[config.mk]
export PLATFORM = sky130hd
export DESIGN_NAME = step_input
export DESIGN_NICKNAME = d
export VERILOG_FILES = /design/src/rtl/step_input.sv
export SDC_FILE = /design/constraint.sdc
export NUM_CORES = 1
export LEC_CHECK = 0
export BUFFER_PORTS_ARGS = -buffer_cell sky130_fd_sc_hd__buf_2
export CAP_MARGIN = 20
export CORE_MARGIN = 10
export CORE_UTILIZATION = 35
export CTS_CLUSTER_SIZE = 10
export DETAILED_ROUTE_END_ITERATION = 6
export GPL_TIMING_DRIVEN = 0
export MAX_ROUTING_LAYER = met4
export SYNTH_ARGS = -nofsm -noshare
export SYNTH_HDL_FRONTEND = slang
export SYNTH_SLANG_ARGS = --single-unit
[constraint.sdc]
create_clock -name base_clk -period 2.9 [get_ports base_clk]
set_input_delay 0.58 -clock base_clk [delete_from_list [all_inputs] [get_ports base_clk]]
set_output_delay 0.58 -clock base_clk [all_outputs]
set_load 0.02 [all_outputs]
[src/rtl/step_input.sv]
`default_nettype none
// ============================================================================
//  Module   : step_input
//  Purpose  : Board-level input front end for the CPU wrapper. Synchronizes
//             and debounces the raw step push-button into a single-cycle
//             'step' pulse per accepted press. Also synchronizes the 2-bit
//             display-type switches and keeps a wrapping count of step pulses.
//  Ports    : base_clk   in   sole clock, rising edge
//             reset      in   synchronous, active-low reset
//             btn_raw    in   raw step button (async, active-high, bouncing)
//             type_raw   in   raw display-type switches (async)
//             step       out  one-cycle pulse per accepted press / repeat
//             btn_level  out  debounced button level
//             type_sync  out  type_raw after a 2-flop synchronizer
//                             ("type" is a reserved word in SystemVerilog)
//             step_count out  8-bit wrapping count of step pulses
//  Options  : `define STEP_INPUT_AUTO_STEP_EN to build the auto-repeat
//             counter (a further pulse every REPEAT_CYCLES while held).
//  Revision : 1.0  initial release
// ============================================================================
module step_input #(
    parameter int DEBOUNCE_CYCLES = 1_000_000,
    parameter int REPEAT_CYCLES   = 50_000_000,
    parameter int CNT_W           = 26
) (
    input  logic       base_clk,
    input  logic       reset,
    input  logic       btn_raw,
    input  logic [1:0] type_raw,
    output logic       step,
    output logic       btn_level,
    output logic [1:0] type_sync,
    output logic [7:0] step_count
);

    localparam logic [1:0] c_IDLE        = 2'd0;
    localparam logic [1:0] c_PRESS_CHK   = 2'd1;
    localparam logic [1:0] c_HELD        = 2'd2;
    localparam logic [1:0] c_RELEASE_CHK = 2'd3;

    localparam int c_MAX_CYCLES = (DEBOUNCE_CYCLES > REPEAT_CYCLES) ?
                                  DEBOUNCE_CYCLES : REPEAT_CYCLES;
    localparam logic [CNT_W-1:0] c_CNT_ONE  = CNT_W'(1);
    localparam logic [CNT_W-1:0] c_DEB_LAST = CNT_W'(DEBOUNCE_CYCLES - 1);

    // Parameter sanity: counters must be able to hold the largest terminal
    // count, and both periods need at least two cycles.
    if ((CNT_W < $clog2(c_MAX_CYCLES)) || (DEBOUNCE_CYCLES < 2) ||
        (REPEAT_CYCLES < 2)) begin : g_param_check
        $error("step_input: illegal DEBOUNCE_CYCLES/REPEAT_CYCLES/CNT_W");
    end

    logic             r_btn_meta;
    logic             r_btn_s;
    logic [1:0]       r_type_meta;
    logic [1:0]       r_type_s;
    logic [1:0]       r_state;
    logic [CNT_W-1:0] r_cnt;
    logic             r_step;
    logic             r_btn_level;
    logic [7:0]       r_step_count;

    logic [1:0]       w_state_nxt;
    logic [CNT_W-1:0] w_cnt_nxt;
    logic             w_step_nxt;

`ifdef STEP_INPUT_AUTO_STEP_EN
    localparam logic [CNT_W-1:0] c_REP_LAST = CNT_W'(REPEAT_CYCLES - 1);
    logic [CNT_W-1:0] r_rep_cnt;
    logic [CNT_W-1:0] w_rep_nxt;
`endif

    // Next-state / next-output logic.
    always_comb begin
        w_state_nxt = r_state;
        w_cnt_nxt   = r_cnt;
        w_step_nxt  = 1'b0;
`ifdef STEP_INPUT_AUTO_STEP_EN
        w_rep_nxt   = r_rep_cnt;
`endif
        case (r_state)
            c_IDLE: begin
                if (r_btn_s) begin
                    w_state_nxt = c_PRESS_CHK;
                    w_cnt_nxt   = '0;
                end
            end
            c_PRESS_CHK: begin
                if (!r_btn_s) begin
                    w_state_nxt = c_IDLE;
                end else if (r_cnt == c_DEB_LAST) begin
                    w_state_nxt = c_HELD;
                    w_step_nxt  = 1'b1;
                    w_cnt_nxt   = '0;
`ifdef STEP_INPUT_AUTO_STEP_EN
                    w_rep_nxt   = '0;
`endif
                end else begin
                    w_cnt_nxt = r_cnt + c_CNT_ONE;
                end
            end
            c_HELD: begin
                if (!r_btn_s) begin
                    w_state_nxt = c_RELEASE_CHK;
                    w_cnt_nxt   = '0;
                end
`ifdef STEP_INPUT_AUTO_STEP_EN
                else if (r_rep_cnt == c_REP_LAST) begin
                    w_step_nxt = 1'b1;
                    w_rep_nxt  = '0;
                end else begin
                    w_rep_nxt = r_rep_cnt + c_CNT_ONE;
                end
`endif
            end
            c_RELEASE_CHK: begin
                // A bounce back to 1 returns to HELD silently; the repeat
                // period restarts from zero on that re-entry.
                if (r_btn_s) begin
                    w_state_nxt = c_HELD;
`ifdef STEP_INPUT_AUTO_STEP_EN
                    w_rep_nxt   = '0;
`endif
                end else if (r_cnt == c_DEB_LAST) begin
                    w_state_nxt = c_IDLE;
                end else begin
                    w_cnt_nxt = r_cnt + c_CNT_ONE;
                end
            end
            default: begin
                w_state_nxt = c_IDLE;
                w_cnt_nxt   = '0;
            end
        endcase
    end

    // Synchronizers, state register and registered outputs.
    always_ff @(posedge base_clk) begin
        if (!reset) begin
            r_btn_meta   <= 1'b0;
            r_btn_s      <= 1'b0;
            r_type_meta  <= 2'b00;
            r_type_s     <= 2'b00;
            r_state      <= c_IDLE;
            r_cnt        <= '0;
            r_step       <= 1'b0;
            r_btn_level  <= 1'b0;
            r_step_count <= 8'h00;
        end else begin
            r_btn_meta   <= btn_raw;
            r_btn_s      <= r_btn_meta;
            r_type_meta  <= type_raw;
            r_type_s     <= r_type_meta;
            r_state      <= w_state_nxt;
            r_cnt        <= w_cnt_nxt;
            r_step       <= w_step_nxt;
            r_btn_level  <= (w_state_nxt == c_HELD) ||
                            (w_state_nxt == c_RELEASE_CHK);
            r_step_count <= r_step_count + {7'd0, r_step};
        end
    end

`ifdef STEP_INPUT_AUTO_STEP_EN
    always_ff @(posedge base_clk) begin
        if (!reset) begin
            r_rep_cnt <= '0;
        end else begin
            r_rep_cnt <= w_rep_nxt;
        end
    end
`endif

    assign step       = r_step;
    assign btn_level  = r_btn_level;
    assign type_sync  = r_type_s;
    assign step_count = r_step_count;

endmodule
`default_nettype wire
==> results of run 1 <==
-- layout make-up --
type | instances | area, um^2
Multi-Input combinational cell | 172 | 1210
Sequential cell | 44 | 880.8
Tap cell | 75 | 93.84
Clock buffer | 6 | 82.58
Inverter | 6 | 22.52
Clock inverter | 2 | 38.79
Timing Repair Buffer | 16 | 80.08
Buffer | 9 | 67.56
Fill cell | 580 | 3515
-- through the flow --
step	hold WS [ns]	instance area [um^2]	power (W)	utilization, %	cells
finish	0.4367	2476	0.001140	41.33	330
global route	0.4627	2476	0.001187	41.33	330
CTS	0.4380	2476	0.001160	41.33	330
detailed placement	0.4177	2355	0.0006646	39.31	322
global placement	0.4144	2355	0.0006645	39.31	322
floorplan	0.4119	2181	0.0006506	-	231
-- per-layer routing --
layer  up-vias  track usage, %
li1        923               -
met1       847           13.32
met2        27           14.43
met3         6           2.095
met4         0           4.741
met5         -               -
-- final timing paths --
path	from	endpoint	depth (start not counted)
max	r_cnt[0]	r_cnt[22]	6
min	r_type_meta[1]	type_sync[1]	1
max reg2reg	r_cnt[0]	r_cnt[22]	6
min reg2reg	r_type_meta[1]	type_sync[1]	1
-- cells in the final DEF (no fill, tap or decap), types with 6 or more instances in the layout --
cell type                  netlist  layout
sky130_fd_sc_hd__or3_2           9       9
sky130_fd_sc_hd__inv_1           6       6
sky130_fd_sc_hd__a21oi_1        13      13
sky130_fd_sc_hd__nand2_1        15      15
sky130_fd_sc_hd__nand4_1         9       9
sky130_fd_sc_hd__clkbuf_8        0       6
sky130_fd_sc_hd__dfxtp_1        44      44
sky130_fd_sc_hd__o21ai_2         7       7
sky130_fd_sc_hd__a21oi_2         7       7
sky130_fd_sc_hd__buf_2           2      18
sky130_fd_sc_hd__nand3_1        14      14
sky130_fd_sc_hd__o21ai_0         7       7
sky130_fd_sc_hd__and2_1         18      18
sky130_fd_sc_hd__o31ai_1         7       7
-- cell families after synthesis --
group,share of synthesized area [%]
flops,40.39
xor+xnor,2.811
mux,1.434
buf+inv,4.131
simple gates,31.55
compound gates,17.96
fa+ha+maj,1.721
-- power by group through the flow --
| stage | Combinational, W | Sequential, W | Clock, W |
|---|---|---|---|
| 3_3_place_gp | 0.0000410 | 0.000623 | 0 |
| 3_5_place_dp | 0.0000410 | 0.000624 | 0 |
| 2_1_floorplan | 0.0000259 | 0.000625 | 0 |
| 5_1_grt | 0.0000451 | 0.000610 | 0.000532 |
| 6_report | 0.0000408 | 0.000609 | 0.000490 |
| 4_1_cts | 0.0000410 | 0.000609 | 0.000509 |
-- worst max-delay path: stages, from the launching register on --
cell and delay, ns:
sky130_fd_sc_hd__dfxtp_1 0.39, sky130_fd_sc_hd__ha_1 0.21, sky130_fd_sc_hd__nand3_1 0.17, sky130_fd_sc_hd__nor4_2 0.69, sky130_fd_sc_hd__o311ai_0 0.35, sky130_fd_sc_hd__or4_1 0.46
sky130_fd_sc_hd__a21oi_1 0.14
-- sequential cells by signal, summed over array words and instances (netlist names) --
name	flops
step	1
step_count	8
r_type_meta	2
r_btn_meta	1
btn_level	1
r_state	2
r_btn_s	1
type_sync	2
r_cnt	26
==> impl_results.html, run 1 <==
<table>
<tr><th>Metric</th><th>Value</th></tr>
<tr><th colspan="2">Run status</th></tr>
<tr><td>Outcome</td><td>completed</td></tr>
<tr><th colspan="2">Yosys</th></tr>
<tr><td>Count of flip-flops with a built-in enable after synthesis</td><td>0</td></tr>
<tr><td>Async set or reset register ratio after synthesis</td><td>0%</td></tr>
<tr><td>Synth area leaders</td><td>sky130_fd_sc_hd__dfxtp_1, sky130_fd_sc_hd__and2_1, sky130_fd_sc_hd__nand3_1, sky130_fd_sc_hd__or3_2, sky130_fd_sc_hd__a21oi_1</td></tr>
<tr><td>Net Count, Synth</td><td>roughly 240</td></tr>
<tr><td>Yosys top cell by area</td><td>sky130_fd_sc_hd__dfxtp_1</td></tr>
<tr><td>Leading cell types by count after synthesis</td><td>sky130_fd_sc_hd__dfxtp_1, sky130_fd_sc_hd__and2_1, sky130_fd_sc_hd__nand2_1</td></tr>
<tr><td>Synthesized area</td><td>around 2200 um^2</td></tr>
<tr><td>Synth Flop Type</td><td>sky130_fd_sc_hd__dfxtp_1</td></tr>
<tr><td>Share of synthesized area occupied by flip-flops and latches</td><td>40.39%</td></tr>
<tr><td>Syn. warnings</td><td>0</td></tr>
<tr><td>Synthesized netlist cell count</td><td>231</td></tr>
<tr><td>Yosys reg bits</td><td>between 40 and 50</td></tr>
<tr><td>Most numerous cell in the Yosys netlist</td><td>sky130_fd_sc_hd__dfxtp_1</td></tr>
<tr><td>Yosys top cell area share</td><td>40.39%</td></tr>
<tr><td>Synthesized area per cell</td><td>around 9.4 um^2</td></tr>
<tr><td>Distinct cells, synth</td><td>51</td></tr>
<tr><th colspan="2">Setup path</th></tr>
<tr><td>Kind of start point of the critical path</td><td>flip-flop</td></tr>
<tr><td>Setup slack of the most critical reg-to-reg path</td><td>~0.41 ns</td></tr>
<tr><td>Endpoint required time on the critical path</td><td>3.13 ns</td></tr>
<tr><td>Endpoint arrival time on the critical path</td><td>roughly 2.7 ns</td></tr>
<tr><td>Highest net fanout along the worst path</td><td>7</td></tr>
<tr><td>Type of the setup path with the least slack</td><td>flip-flop to flip-flop</td></tr>
<tr><td>Type of destination of the critical path</td><td>flip-flop</td></tr>
<tr><th colspan="2">STA</th></tr>
<tr><td>Setup ws final</td><td>just over 0.4 ns</td></tr>
<tr><td>Count of final hold-check violations</td><td>0</td></tr>
<tr><td>Final critical-path required period</td><td>between 2 and 2.5 ns</td></tr>
<tr><td>Final count of pins violating max slew</td><td>0</td></tr>
<tr><td>Total Negative Setup Slacks</td><td>0 ns</td></tr>
<tr><td>RSZ-0062 raised after global routing</td><td>no</td></tr>
<tr><td>Slew Limit Headroom</td><td>51.12%</td></tr>
<tr><td>Final Setup Violations</td><td>0</td></tr>
<tr><td>Final worst-path cycle share</td><td>approximately 86%</td></tr>
<tr><td>Setup clock skew after layout</td><td>0.006385 ns</td></tr>
<tr><td>Max Freq</td><td>between 0.4 and 0.5 GHz</td></tr>
<tr><td>Transition time at the pin with the least slew margin</td><td>between 0.7 and 0.8 ns</td></tr>
<tr><th colspan="2">Power and ir drop</th></tr>
<tr><td>Switching pwr</td><td>0.0002365 W</td></tr>
<tr><td>Pint</td><td>between 0.0009 and 0.001 W</td></tr>
<tr><td>Leakage dissipation</td><td>between 0.8 and 0.9 nW</td></tr>
<tr><td>Logic gate share of total power</td><td>about 3.6%</td></tr>
<tr><td>Clock network fraction of total power</td><td>around 43%</td></tr>
<tr><td>P per Cell Area</td><td>460.5 nW/um^2</td></tr>
<tr><td>Net switching fraction of the power</td><td>around a fifth</td></tr>
<tr><td>Peak ir drop on the vdd network</td><td>roughly 270 uV</td></tr>
<tr><td>Sequential Power Share</td><td>53.4%</td></tr>
<tr><th colspan="2">Route</th></tr>
<tr><td>WL per Instance</td><td>14.32 um</td></tr>
<tr><td>Met2 wire len</td><td>between 2000 and 2500 um</td></tr>
<tr><td>Met1 wire length</td><td>approximately 2400 um</td></tr>
<tr><td>Iteration-0 DRC Markers</td><td>between 100 and 150</td></tr>
<tr><td>Count of nets left with antenna violations after detail routing</td><td>0</td></tr>
<tr><td>DR WL met3</td><td>between 100 and 150 um</td></tr>
<tr><td>Routed via count</td><td>approximately 1800</td></tr>
<tr><td>Via/cell ratio</td><td>5.464</td></tr>
<tr><td>Uppermost layer routed</td><td>met4</td></tr>
<tr><td>Total iterations of the first detailed-routing run</td><td>4</td></tr>
<tr><td>DRC Markers</td><td>0</td></tr>
<tr><td>Total detailed-routing wirelength</td><td>4727 um</td></tr>
<tr><th colspan="2">GRT</th></tr>
<tr><td>Antenna violations before repair</td><td>0</td></tr>
<tr><td>Largest net degree at the start of global routing</td><td>15</td></tr>
<tr><td>First-pass GRT wire length</td><td>slightly above 8000 um</td></tr>
<tr><td>Via count of the first global-routing pass</td><td>1708</td></tr>
<tr><td>Total gr overflow</td><td>0</td></tr>
<tr><td>Global-route usage over all layers</td><td>10.15%</td></tr>
<tr><th colspan="2">Die</th></tr>
<tr><td>Core region area</td><td>~6000 um^2</td></tr>
<tr><td>Chip Height</td><td>~99 um</td></tr>
<tr><td>Number of standard-cell rows in the floorplan</td><td>28</td></tr>
<tr><td>Die outline width</td><td>98.94 um</td></tr>
<tr><td>Total die area</td><td>9788 um^2</td></tr>
<tr><td>Top Ports</td><td>17</td></tr>
<tr><td>Initial core utilization</td><td>between 30% and 40%</td></tr>
<tr><th colspan="2">Final layout</th></tr>
<tr><td>Number of inserted diodes</td><td>0</td></tr>
<tr><td>Post-layout net count</td><td>between 200 and 300</td></tr>
<tr><td>Relative area change from synthesis to final layout</td><td>13.54%</td></tr>
<tr><td>Proportion of layout cells with a drive suffix above 1</td><td>about 27%</td></tr>
<tr><th colspan="2">CTS</th></tr>
<tr><td>Clk sink count</td><td>44</td></tr>
<tr><td>Number of cells upsized or downsized after cts</td><td>0</td></tr>
<tr><td>Post-CTS Setup Inserts</td><td>0</td></tr>
<tr><td>CTS tree</td><td>done</td></tr>
<tr><td>Hold buffers post-CTS</td><td>0</td></tr>
<tr><td>Clock tree root buffer cell</td><td>sky130_fd_sc_hd__clkbuf_8</td></tr>
<tr><td>Clock transition at the registers of the reported paths</td><td>roughly 0.080 ns</td></tr>
<tr><td>CTS max path bufs</td><td>2</td></tr>
<tr><td>Number of buffers inserted during clock tree synthesis</td><td>5</td></tr>
<tr><td>Number of H-tree levels</td><td>2</td></tr>
<tr><td>Clock latency on the worst-skew pair</td><td>between 0.2 and 0.3 ns</td></tr>
<tr><th colspan="2">Hold path</th></tr>
<tr><td>Classification of the worst-slack hold path</td><td>flip-flop to flip-flop</td></tr>
<tr><th colspan="2">Job</th></tr>
<tr><td>Max-cap viol count</td><td>0</td></tr>
<tr><th colspan="2">Placed design</th></tr>
<tr><td>Count of input and output buffers</td><td>16</td></tr>
<tr><td>Worst slack after detailed placement</td><td>0.4032 ns</td></tr>
<tr><td>Routability Congestion</td><td>0.7488</td></tr>
<tr><td>Post-detail-place hpwl</td><td>about 3500 um</td></tr>
</table>
(Power assumes the default switching activity.)
==> run 2, diff against run 1 <==
--- a/config.mk
+++ b/config.mk
@@ -5,6 +5,7 @@
 export SDC_FILE = /design/constraint.sdc
 export NUM_CORES = 1
 export LEC_CHECK = 0
+export ABC_AREA = 1
 export BUFFER_PORTS_ARGS = -buffer_cell sky130_fd_sc_hd__buf_2
 export CAP_MARGIN = 20
 export CORE_MARGIN = 10
==> run 2 against run 1 <==
Maximum frequency is 37% higher. Die area is 12% higher. Sequential power hardly changed. First-iteration DRC count is 34% lower. Clock skew is 0.0010 ns higher. Sequential share of layout area is 3.9 points lower.
==> impl_results.html, run 2 <==
<table>
<tr><th>Metric</th><th>Value</th></tr>
<tr><th colspan="2">Run status</th></tr>
<tr><td>Outcome</td><td>completed (unchanged)</td></tr>
<tr><th colspan="2">Yosys</th></tr>
<tr><td>Net Count, Synth</td><td>400 (was 239)</td></tr>
<tr><td>Synthesized netlist cell count</td><td>392 (was 231)</td></tr>
<tr><td>Synth Flop Type</td><td>sky130_fd_sc_hd__dfxtp_1 (unchanged)</td></tr>
<tr><td>Yosys top cell by area</td><td>sky130_fd_sc_hd__dfxtp_1 (unchanged)</td></tr>
<tr><td>Async set or reset register ratio after synthesis</td><td>0% (unchanged)</td></tr>
<tr><td>Yosys reg bits</td><td>44 (unchanged)</td></tr>
<tr><td>Share of synthesized area occupied by flip-flops and latches</td><td>35.11% (was 40.39%)</td></tr>
<tr><td>Most numerous cell in the Yosys netlist</td><td>sky130_fd_sc_hd__nand2_1 (was sky130_fd_sc_hd__dfxtp_1)</td></tr>
<tr><td>Yosys top cell area share</td><td>35.11% (was 40.39%)</td></tr>
<tr><td>Syn. warnings</td><td>0 (unchanged)</td></tr>
<tr><td>Synthesized area</td><td>2509 um^2 (was 2181 um^2)</td></tr>
<tr><td>Synth area leaders</td><td>sky130_fd_sc_hd__dfxtp_1, sky130_fd_sc_hd__nand2_1, sky130_fd_sc_hd__nor2_1, sky130_fd_sc_hd__inv_1, sky130_fd_sc_hd__nand3_1 (was sky130_fd_sc_hd__dfxtp_1, sky130_fd_sc_hd__and2_1, sky130_fd_sc_hd__nand3_1, sky130_fd_sc_hd__or3_2, sky130_fd_sc_hd__a21oi_1)</td></tr>
<tr><td>Count of flip-flops with a built-in enable after synthesis</td><td>0 (unchanged)</td></tr>
<tr><td>Leading cell types by count after synthesis</td><td>sky130_fd_sc_hd__nand2_1, sky130_fd_sc_hd__nor2_1, sky130_fd_sc_hd__inv_1 (was sky130_fd_sc_hd__dfxtp_1, sky130_fd_sc_hd__and2_1, sky130_fd_sc_hd__nand2_1)</td></tr>
<tr><td>Distinct cells, synth</td><td>28 (was 51)</td></tr>
<tr><td>Synthesized area per cell</td><td>6.400 um^2 (was 9.441 um^2)</td></tr>
<tr><th colspan="2">GRT</th></tr>
<tr><td>Antenna violations before repair</td><td>0 (unchanged)</td></tr>
<tr><td>Total gr overflow</td><td>0 (unchanged)</td></tr>
<tr><td>First-pass GRT wire length</td><td>10200 um (was 8224 um)</td></tr>
<tr><td>Busiest layer in global routing</td><td>met2 (unchanged)</td></tr>
<tr><td>Global-route usage over all layers</td><td>11.25% (was 10.15%)</td></tr>
<tr><td>Grt met3 use</td><td>3.256% (was 2.095%)</td></tr>
<tr><td>GR Util met2</td><td>18.04% (was 14.43%)</td></tr>
<tr><td>Via count of the first global-routing pass</td><td>2263 (was 1708)</td></tr>
<tr><td>Met1 Track Usage GR</td><td>13.65% (was 13.32%)</td></tr>
<tr><td>Largest net degree at the start of global routing</td><td>14 (was 15)</td></tr>
<tr><th colspan="2">Placed design</th></tr>
<tr><td>Post-detail-place hpwl</td><td>4284 um (was 3485 um)</td></tr>
<tr><td>Count of input and output buffers</td><td>15 (was 16)</td></tr>
<tr><td>Routability Congestion</td><td>0.9006 (was 0.7488)</td></tr>
<tr><td>Worst slack after detailed placement</td><td>1.072 ns (was 0.4032 ns)</td></tr>
<tr><td># placed instances</td><td>503 (was 322)</td></tr>
<tr><th colspan="2">Final layout</th></tr>
<tr><td>Most common library cell in the layout ignoring fill and taps</td><td>sky130_fd_sc_hd__nand2_1 (was sky130_fd_sc_hd__dfxtp_1)</td></tr>
<tr><td>Fill count</td><td>752 (was 580)</td></tr>
<tr><td>Sequential cell area</td><td>880.8 um^2 (unchanged)</td></tr>
<tr><td>Number of inserted diodes</td><td>0 (unchanged)</td></tr>
<tr><td>Relative area change from synthesis to final layout</td><td>11.02% (was 13.54%)</td></tr>
<tr><td>Combined area of the multi-input logic cells</td><td>1354 um^2 (was 1210 um^2)</td></tr>
<tr><td>Post-layout net count</td><td>422 (was 262)</td></tr>
<tr><td>Register with the highest flop count</td><td>r_cnt (unchanged)</td></tr>
<tr><td>Commonest cells after routing, fill and taps aside</td><td>sky130_fd_sc_hd__nand2_1, sky130_fd_sc_hd__nor2_1, sky130_fd_sc_hd__inv_1 (was sky130_fd_sc_hd__dfxtp_1, sky130_fd_sc_hd__and2_1, sky130_fd_sc_hd__buf_2)</td></tr>
<tr><td>Proportion of layout cells with a drive suffix above 1</td><td>13.53% (was 27.45%)</td></tr>
<tr><td>Non-Filler Instances</td><td>510 (was 330)</td></tr>
<tr><td>Number of flip-flops under the largest register name</td><td>26 (unchanged)</td></tr>
<tr><th colspan="2">STA</th></tr>
<tr><td>Transition time at the pin with the least slew margin</td><td>0.6536 ns (was 0.7271 ns)</td></tr>
<tr><td>Final critical-path required period</td><td>1.821 ns (was 2.490 ns)</td></tr>
<tr><td>Slew Limit Headroom</td><td>56.43% (was 51.12%)</td></tr>
<tr><td>Final Setup Violations</td><td>0 (unchanged)</td></tr>
<tr><td>Count of final hold-check violations</td><td>0 (unchanged)</td></tr>
<tr><td>Setup ws final</td><td>1.079 ns (was 0.4101 ns)</td></tr>
<tr><td>Setup clock skew after layout</td><td>0.007407 ns (was 0.006385 ns)</td></tr>
<tr><td>Final worst-path cycle share</td><td>62.78% (was 85.86%)</td></tr>
<tr><td>Max Freq</td><td>0.5493 GHz (was 0.4016 GHz)</td></tr>
<tr><td>Final count of pins violating max slew</td><td>0 (unchanged)</td></tr>
<tr><td>Total Negative Setup Slacks</td><td>0 ns (unchanged)</td></tr>
<tr><td>RSZ-0062 raised after global routing</td><td>no (unchanged)</td></tr>
<tr><th colspan="2">Setup path</th></tr>
<tr><td>Setup crit start</td><td>r_cnt[1] (was r_cnt[0])</td></tr>
<tr><td>Cell-by-cell trace of the critical path</td><td>ha_1 -&gt; nand3_2 -&gt; nor2_4 -&gt; nand2_2 -&gt; nor2_4 -&gt; nand2_1 -&gt; nand2_1 -&gt; a21oi_2 -&gt; buf_4 -&gt; nand2_1 -&gt; nor2_1 (was ha_1 -&gt; nand3_1 -&gt; nor4_2 -&gt; o311ai_0 -&gt; or4_1 -&gt; a21oi_1)</td></tr>
<tr><td>Type of the setup path with the least slack</td><td>flip-flop to flip-flop (unchanged)</td></tr>
<tr><td>CP most frequent cell</td><td>sky130_fd_sc_hd__nand2_1</td></tr>
<tr><td>Maximum single-stage delay on the critical path</td><td>0.38 ns (was 0.69 ns)</td></tr>
<tr><td>Endpoint arrival time on the critical path</td><td>2.03 ns (was 2.72 ns)</td></tr>
<tr><td>Kind of start point of the critical path</td><td>flip-flop (unchanged)</td></tr>
<tr><td>Launching point of the worst reg2reg path</td><td>r_cnt[1] (was r_cnt[0])</td></tr>
<tr><td>Bufs and invs on worst path</td><td>1 (was 0)</td></tr>
<tr><td>Highest net fanout along the worst path</td><td>10 (was 7)</td></tr>
<tr><td>Endpoint required time on the critical path</td><td>3.11 ns (was 3.13 ns)</td></tr>
<tr><td>Delay-heaviest family, CP</td><td>simple AND/OR/NAND/NOR gates (unchanged)</td></tr>
<tr><td>Slowest-stage cell, CP</td><td>sky130_fd_sc_hd__dfxtp_1 (was sky130_fd_sc_hd__nor4_2)</td></tr>
<tr><td>Type of destination of the critical path</td><td>flip-flop (unchanged)</td></tr>
<tr><th colspan="2">CTS</th></tr>
<tr><td>Hold buffers post-CTS</td><td>0 (unchanged)</td></tr>
<tr><td>Clock tree root buffer cell</td><td>sky130_fd_sc_hd__clkbuf_8 (unchanged)</td></tr>
<tr><td>Clock transition at the registers of the reported paths</td><td>0.09 ns (was 0.08 ns)</td></tr>
<tr><td>Clk sink count</td><td>44 (unchanged)</td></tr>
<tr><td>Number of buffers inserted during clock tree synthesis</td><td>5 (unchanged)</td></tr>
<tr><td>CTS max path bufs</td><td>2 (unchanged)</td></tr>
<tr><td>Number of H-tree levels</td><td>2 (unchanged)</td></tr>
<tr><td>Number of cells upsized or downsized after cts</td><td>0 (unchanged)</td></tr>
<tr><td>CTS tree</td><td>done (unchanged)</td></tr>
<tr><td>Post-CTS Setup Inserts</td><td>0 (unchanged)</td></tr>
<tr><td>Clock latency on the worst-skew pair</td><td>0.31 ns (was 0.29 ns)</td></tr>
<tr><th colspan="2">Power and ir drop</th></tr>
<tr><td>Peak ir drop on the vdd network</td><td>264.8 uV (was 271.2 uV)</td></tr>
<tr><td>Logic gate share of total power</td><td>4.1% (was 3.6%)</td></tr>
<tr><td>Leakage dissipation</td><td>1.203 nW (was 0.8407 nW)</td></tr>
<tr><td>Sum of internal, switching and leakage power</td><td>0.001041 W (was 0.001140 W)</td></tr>
<tr><td>Clock network fraction of total power</td><td>37.4% (was 43.0%)</td></tr>
<tr><td>Pint</td><td>0.0007834 W (was 0.0009037 W)</td></tr>
<tr><td>Sequential Power Share</td><td>58.6% (was 53.4%)</td></tr>
<tr><td>Switching pwr</td><td>0.0002581 W (was 0.0002365 W)</td></tr>
<tr><td>Net switching fraction of the power</td><td>24.78% (was 20.74%)</td></tr>
<tr><td>P per Cell Area</td><td>373.9 nW/um^2 (was 460.5 nW/um^2)</td></tr>
<tr><th colspan="2">Route</th></tr>
<tr><td>Iteration-0 DRC Markers</td><td>79 (was 120)</td></tr>
<tr><td>Via/cell ratio</td><td>4.555 (was 5.464)</td></tr>
<tr><td>Count of nets left with antenna violations after detail routing</td><td>0 (unchanged)</td></tr>
<tr><td>DRC Markers</td><td>0 (unchanged)</td></tr>
<tr><td>Total iterations of the first detailed-routing run</td><td>4 (unchanged)</td></tr>
<tr><td>Total detailed-routing wirelength</td><td>5761 um (was 4727 um)</td></tr>
<tr><td>WL per Instance</td><td>11.30 um (was 14.32 um)</td></tr>
<tr><td>Routed via count</td><td>2323 (was 1803)</td></tr>
<tr><th colspan="2">Hold path</th></tr>
<tr><td>Hold Startpoint</td><td>r_type_meta[0] (was r_type_meta[1])</td></tr>
<tr><td>Classification of the worst-slack hold path</td><td>flip-flop to flip-flop (unchanged)</td></tr>
<tr><th colspan="2">Die</th></tr>
<tr><td>Top Ports</td><td>17 (unchanged)</td></tr>
<tr><td>Total die area</td><td>10950 um^2 (was 9788 um^2)</td></tr>
<tr><td>Chip Height</td><td>104.7 um (was 98.94 um)</td></tr>
<tr><td>Number of standard-cell rows in the floorplan</td><td>30 (was 28)</td></tr>
<tr><td>Initial core utilization</td><td>36.52% (was 36.40%)</td></tr>
<tr><td>Die outline width</td><td>104.7 um (was 98.94 um)</td></tr>
<tr><td>Core region area</td><td>6869 um^2 (was 5991 um^2)</td></tr>
<tr><th colspan="2">Job</th></tr>
<tr><td>Max-cap viol count</td><td>0 (unchanged)</td></tr>
</table>
run 2: area by class of cell:
class	instances	share of cell area [%]
clock inverter	2	0.4492
timing repair buffer	15	2.695
clock buffer	5	2.471
multi-input combinational	282	48.61
inverter	57	7.682
sequential	44	31.63
buffer	9	2.156
tap	96	4.313
run 2: metal layers:
layer  up-vias  part of all wire [%]  wire length (um)
met5         -                     0                 0
met4         0                  0.80                46
met3         4                   4.4               255
met2        39                    46              2622
met1      1031                    49              2837
li1       1249                     -                 -
run 2: logic make-up after synthesis:
| logic type | Yosys count | synth area share [%] |
|---|---|---|
| AOI/OAI and AO/OA | 28 | 6.783 |
| adders and majority gates | 3 | 1.496 |
| xor gates and xnor gates | 9 | 3.142 |
| DFF | 44 | 35.11 |
| buffers and inverters | 66 | 10.92 |
| and+or+nand+nor | 242 | 42.54 |
run 2: worst reg2reg max path, cell delays in order (launching register included):
cell and delay [ns]:
sky130_fd_sc_hd__dfxtp_1 0.38, sky130_fd_sc_hd__ha_1 0.22, sky130_fd_sc_hd__nand3_2 0.14, sky130_fd_sc_hd__nor2_4 0.14, sky130_fd_sc_hd__nand2_2 0.08, sky130_fd_sc_hd__nor2_4 0.16, sky130_fd_sc_hd__nand2_1 0.07, sky130_fd_sc_hd__nand2_1 0.13
sky130_fd_sc_hd__a21oi_2 0.11, sky130_fd_sc_hd__buf_4 0.19, sky130_fd_sc_hd__nand2_1 0.07, sky130_fd_sc_hd__nor2_1 0.04
run 2: worst paths after layout:
check                                    end  slack [ns]  cells after the start
worst max register to register      r_cnt[3]        1.08                     11
worst min-delay path            type_sync[0]        0.42                      2
worst max-delay path                r_cnt[3]        1.08                     11
worst min register to register  type_sync[0]        0.42                      2
run 2: stage by stage:
stage	util [%]	instance area, um^2	hold slack [ns]
2_1_floorplan	-	2509	0.3905
3_3_place_gp	39.36	2704	0.3935
3_5_place_dp	39.36	2704	0.4011
4_1_cts	40.55	2785	0.4233
5_1_grt	40.55	2785	0.4432
6_report	40.55	2785	0.4183
run 2: power by group through the flow:
stage	Clock [W]	Sequential (W)	Combinational (W)
floorplan	0	0.000625	0.0000283
global placement	0	0.000624	0.0000425
detailed placement	0	0.000624	0.0000430
CTS	0.000402	0.000610	0.0000432
global route	0.000422	0.000611	0.0000486
finish	0.000389	0.000610	0.0000426
==> run 3, diff against run 2 <==
==> constraint.sdc (replaced) <==
create_clock -name base_clk -period 1.7 [get_ports base_clk]
set_input_delay 0.34 -clock base_clk [delete_from_list [all_inputs] [get_ports base_clk]]
set_output_delay 0.34 -clock base_clk [all_outputs]
set_load 0.02 [all_outputs]
==> run 3 against run 2 <==
First-iteration DRC count rose by 15%. Design area rose by 6.2%. Utilization rose by 2.5 points. Via count rose by 2.3%. Sequential share of layout area fell by 1.2 points. Sequential power rose by 70%. Power rose by 72%. Die area did not move. Clock power rose by 73%.
==> impl_results.html, run 3 (same netlist as run 2, synthesis figures left out) <==
<table>
<tr><th>Metric</th><th>Value</th></tr>
<tr><th colspan="2">Run status</th></tr>
<tr><td>Outcome</td><td>completed (unchanged)</td></tr>
<tr><th colspan="2">CTS</th></tr>
<tr><td>Clock transition at the registers of the reported paths</td><td>0.09 ns (about the same)</td></tr>
<tr><td>CTS tree</td><td>done (unchanged)</td></tr>
<tr><td>Clock tree root buffer cell</td><td>sky130_fd_sc_hd__clkbuf_8 (unchanged)</td></tr>
<tr><td>Number of H-tree levels</td><td>2 (unchanged)</td></tr>
<tr><td>Clk sink count</td><td>44 (unchanged)</td></tr>
<tr><td>Hold buffers post-CTS</td><td>0 (unchanged)</td></tr>
<tr><td>CTS max path bufs</td><td>2 (unchanged)</td></tr>
<tr><td>Number of buffers inserted during clock tree synthesis</td><td>5 (unchanged)</td></tr>
<tr><td>Clock latency on the worst-skew pair</td><td>0.31 ns (about the same)</td></tr>
<tr><th colspan="2">Setup path</th></tr>
<tr><td>Delay-heaviest family, CP</td><td>simple AND/OR/NAND/NOR gates (unchanged)</td></tr>
<tr><td>Type of the setup path with the least slack</td><td>flip-flop to flip-flop (unchanged)</td></tr>
<tr><td>Kind of start point of the critical path</td><td>flip-flop (unchanged)</td></tr>
<tr><td>Type of destination of the critical path</td><td>flip-flop (unchanged)</td></tr>
<tr><td>Cell-by-cell trace of the critical path</td><td>inv_2 -&gt; nand2_1 -&gt; nor2_1 -&gt; nand3_2 -&gt; nor2_4 -&gt; nand3_4 -&gt; nand2_4 -&gt; clkbuf_16 -&gt; nand2_1 -&gt; a21oi_1 (was ha_1 -&gt; nand3_2 -&gt; nor2_4 -&gt; nand2_2 -&gt; nor2_4 -&gt; nand2_1 -&gt; nand2_1 -&gt; a21oi_2 -&gt; buf_4 -&gt; nand2_1 -&gt; nor2_1)</td></tr>
<tr><td>Maximum single-stage delay on the critical path</td><td>0.40 ns (was 0.38 ns)</td></tr>
<tr><td>CP most frequent cell</td><td>sky130_fd_sc_hd__nand2_1 (unchanged)</td></tr>
<tr><td>Bufs and invs on worst path</td><td>2 (was 1)</td></tr>
<tr><td>Setup slack of the most critical reg-to-reg path</td><td>0.07 ns (was 1.08 ns)</td></tr>
<tr><td>Endpoint required time on the critical path</td><td>1.93 ns (was 3.11 ns)</td></tr>
<tr><td>Slowest-stage cell, CP</td><td>sky130_fd_sc_hd__dfxtp_1 (unchanged)</td></tr>
<tr><td>Endpoint arrival time on the critical path</td><td>1.86 ns (was 2.03 ns)</td></tr>
<tr><td>Highest net fanout along the worst path</td><td>6 (was 10)</td></tr>
<tr><th colspan="2">Route</th></tr>
<tr><td>Total iterations of the first detailed-routing run</td><td>4 (unchanged)</td></tr>
<tr><td>Via/cell ratio</td><td>4.598 (was 4.555)</td></tr>
<tr><td>WL per Instance</td><td>11.61 um (was 11.30 um)</td></tr>
<tr><td>Count of nets left with antenna violations after detail routing</td><td>0 (unchanged)</td></tr>
<tr><td>Iteration-0 DRC Markers</td><td>91 (was 79)</td></tr>
<tr><td>Routed via count</td><td>2377 (was 2323)</td></tr>
<tr><td>Total detailed-routing wirelength</td><td>6000 um (was 5761 um)</td></tr>
<tr><td>DRC Markers</td><td>0 (unchanged)</td></tr>
<tr><th colspan="2">Die</th></tr>
<tr><td>Number of standard-cell rows in the floorplan</td><td>30 (unchanged)</td></tr>
<tr><td>Die outline width</td><td>104.7 um (unchanged)</td></tr>
<tr><td>Top Ports</td><td>17 (unchanged)</td></tr>
<tr><td>Core region area</td><td>6869 um^2 (unchanged)</td></tr>
<tr><td>Initial core utilization</td><td>36.52% (unchanged)</td></tr>
<tr><td>Total die area</td><td>10950 um^2 (unchanged)</td></tr>
<tr><td>Chip Height</td><td>104.7 um (unchanged)</td></tr>
<tr><th colspan="2">GRT</th></tr>
<tr><td>Antenna violations before repair</td><td>0 (unchanged)</td></tr>
<tr><td>Global-route usage over all layers</td><td>11.33% (was 11.25%)</td></tr>
<tr><td>Via count of the first global-routing pass</td><td>2300 (was 2263)</td></tr>
<tr><td>Largest net degree at the start of global routing</td><td>14 (unchanged)</td></tr>
<tr><td>Total gr overflow</td><td>0 (unchanged)</td></tr>
<tr><td>First-pass GRT wire length</td><td>10290 um (was 10200 um)</td></tr>
<tr><th colspan="2">STA</th></tr>
<tr><td>Final worst-path cycle share</td><td>95.87% (was 62.78%)</td></tr>
<tr><td>Total Negative Setup Slacks</td><td>0 ns (unchanged)</td></tr>
<tr><td>Final count of pins violating max slew</td><td>0 (unchanged)</td></tr>
<tr><td>Setup clock skew after layout</td><td>0.007330 ns (was 0.007407 ns)</td></tr>
<tr><td>Slew Limit Headroom</td><td>56.01% (was 56.43%)</td></tr>
<tr><td>Final Setup Violations</td><td>0 (unchanged)</td></tr>
<tr><td>Max Freq</td><td>0.6136 GHz (was 0.5493 GHz)</td></tr>
<tr><td>Final critical-path required period</td><td>1.630 ns (was 1.821 ns)</td></tr>
<tr><td>RSZ-0062 raised after global routing</td><td>yes (was no)</td></tr>
<tr><td>Count of final hold-check violations</td><td>0 (unchanged)</td></tr>
<tr><td>Transition time at the pin with the least slew margin</td><td>0.6598 ns (was 0.6536 ns)</td></tr>
<tr><th colspan="2">Final layout</th></tr>
<tr><td>Fill count</td><td>736 (was 752)</td></tr>
<tr><td>Number of flip-flops under the largest register name</td><td>26 (unchanged)</td></tr>
<tr><td>Most common library cell in the layout ignoring fill and taps</td><td>sky130_fd_sc_hd__nand2_1 (unchanged)</td></tr>
<tr><td>Register with the highest flop count</td><td>r_cnt (unchanged)</td></tr>
<tr><td>Relative area change from synthesis to final layout</td><td>17.96% (was 11.02%)</td></tr>
<tr><td>Proportion of layout cells with a drive suffix above 1</td><td>20.19% (was 13.53%)</td></tr>
<tr><td>Commonest cells after routing, fill and taps aside</td><td>sky130_fd_sc_hd__nand2_1, sky130_fd_sc_hd__nor2_1, sky130_fd_sc_hd__inv_1 (unchanged)</td></tr>
<tr><td>Number of inserted diodes</td><td>0 (unchanged)</td></tr>
<tr><td>Final design instance area without fill</td><td>2959 um^2 (was 2785 um^2)</td></tr>
<tr><td>Post-layout net count</td><td>429 (was 422)</td></tr>
<tr><th colspan="2">Power and ir drop</th></tr>
<tr><td>P per Cell Area</td><td>606.7 nW/um^2 (was 373.9 nW/um^2)</td></tr>
<tr><td>Leakage dissipation</td><td>1.260 nW (was 1.203 nW)</td></tr>
<tr><td>Peak ir drop on the vdd network</td><td>441.4 uV (was 264.8 uV)</td></tr>
<tr><th colspan="2">Job</th></tr>
<tr><td>Max-cap viol count</td><td>0 (unchanged)</td></tr>
<tr><th colspan="2">Placed design</th></tr>
<tr><td>Routability Congestion</td><td>0.9006 (unchanged)</td></tr>
<tr><td>Placed instance area</td><td>2704 um^2 (unchanged)</td></tr>
<tr><td>Count of input and output buffers</td><td>15 (unchanged)</td></tr>
<tr><td>Post-detail-place hpwl</td><td>4284 um (unchanged)</td></tr>
<tr><th colspan="2">Hold path</th></tr>
<tr><td>Classification of the worst-slack hold path</td><td>input pin to flip-flop (was flip-flop to flip-flop)</td></tr>
</table>
-- run 3: final timing paths --
kind,startpoint,endpoint,depth (start not counted)
max,r_cnt[10],r_cnt[4],10
min,btn_raw,r_btn_meta,3
max reg2reg,r_cnt[10],r_cnt[4],10
min reg2reg,r_type_meta[0],type_sync[0],2
-- run 3: layout make-up --
class | count | area [um^2] | area share (%)
Clock buffer | 5 | 68.82 | 2.326
Multi-Input combinational cell | 282 | 1428 | 48.25
Inverter | 57 | 214.0 | 7.230
Tap cell | 96 | 120.1 | 4.059
Buffer | 9 | 70.07 | 2.368
Sequential cell | 44 | 900.9 | 30.44
Timing Repair Buffer | 22 | 145.1 | 4.905
Clock inverter | 2 | 12.51 | 0.4228
-- run 3: worst register-to-register path: cells and delay by family (launching register included) --
kind / cells / cell delay [ns]
AO/OA/AOI/OAI: 1 / 0.14
buffers and inverters: 2 / 0.25
flip-flops: 1 / 0.40
AND/OR/NAND/NOR: 7 / 0.77
-- run 3: layer usage --
layer / vias to the layer above / track usage (%) / routed length [um]
met3: 7 / 3.256 / 245
li1: 1269 / - / -
met2: 38 / 18.44 / 2753
met4: 0 / 2.549 / 57
met1: 1063 / 13.54 / 2944
met5: - / - / 0
-- run 3: power by group --
part | leakage (nW) | internal [W] | total [W] | switching [W]
Sequential | 0.362 | 0.00103 | 0.00104 | 0.00000357
Combinational | 0.857 | 0.0000295 | 0.0000857 | 0.0000562
Clock | 0.0400 | 0.000279 | 0.000672 | 0.000393
Total | 1.26 | 0.00134 | 0.00180 | 0.000453
-- run 3: through the flow --
step | hold WS (ns) | utilization, % | cells | total power [W] | worst slack, ns
5_1_grt | 0.2148 | 43.08 | 517 | 0.001860 | -0.01775
2_1_floorplan | 0.3905 | - | 392 | 0.001115 | 0.1274
6_report | 0.2103 | 43.08 | 517 | 0.001795 | 0.07028
4_1_cts | 0.2036 | 41.48 | 514 | 0.001803 | 0.02209
3_3_place_gp | 0.3935 | 39.36 | 503 | 0.001137 | -0.08768
3_5_place_dp | 0.4011 | 39.36 | 503 | 0.001138 | -0.1283
-- run 3: what timing repair did --
action / CTS / global route
pin swaps: 3 / 6
gates cloned: 0 / 1
gates resized for setup: 9 / 26
endpoints found under the setup margin: 25 / 26
setup buffers: 4 / 2
hold endpoints to repair: 0 / 0
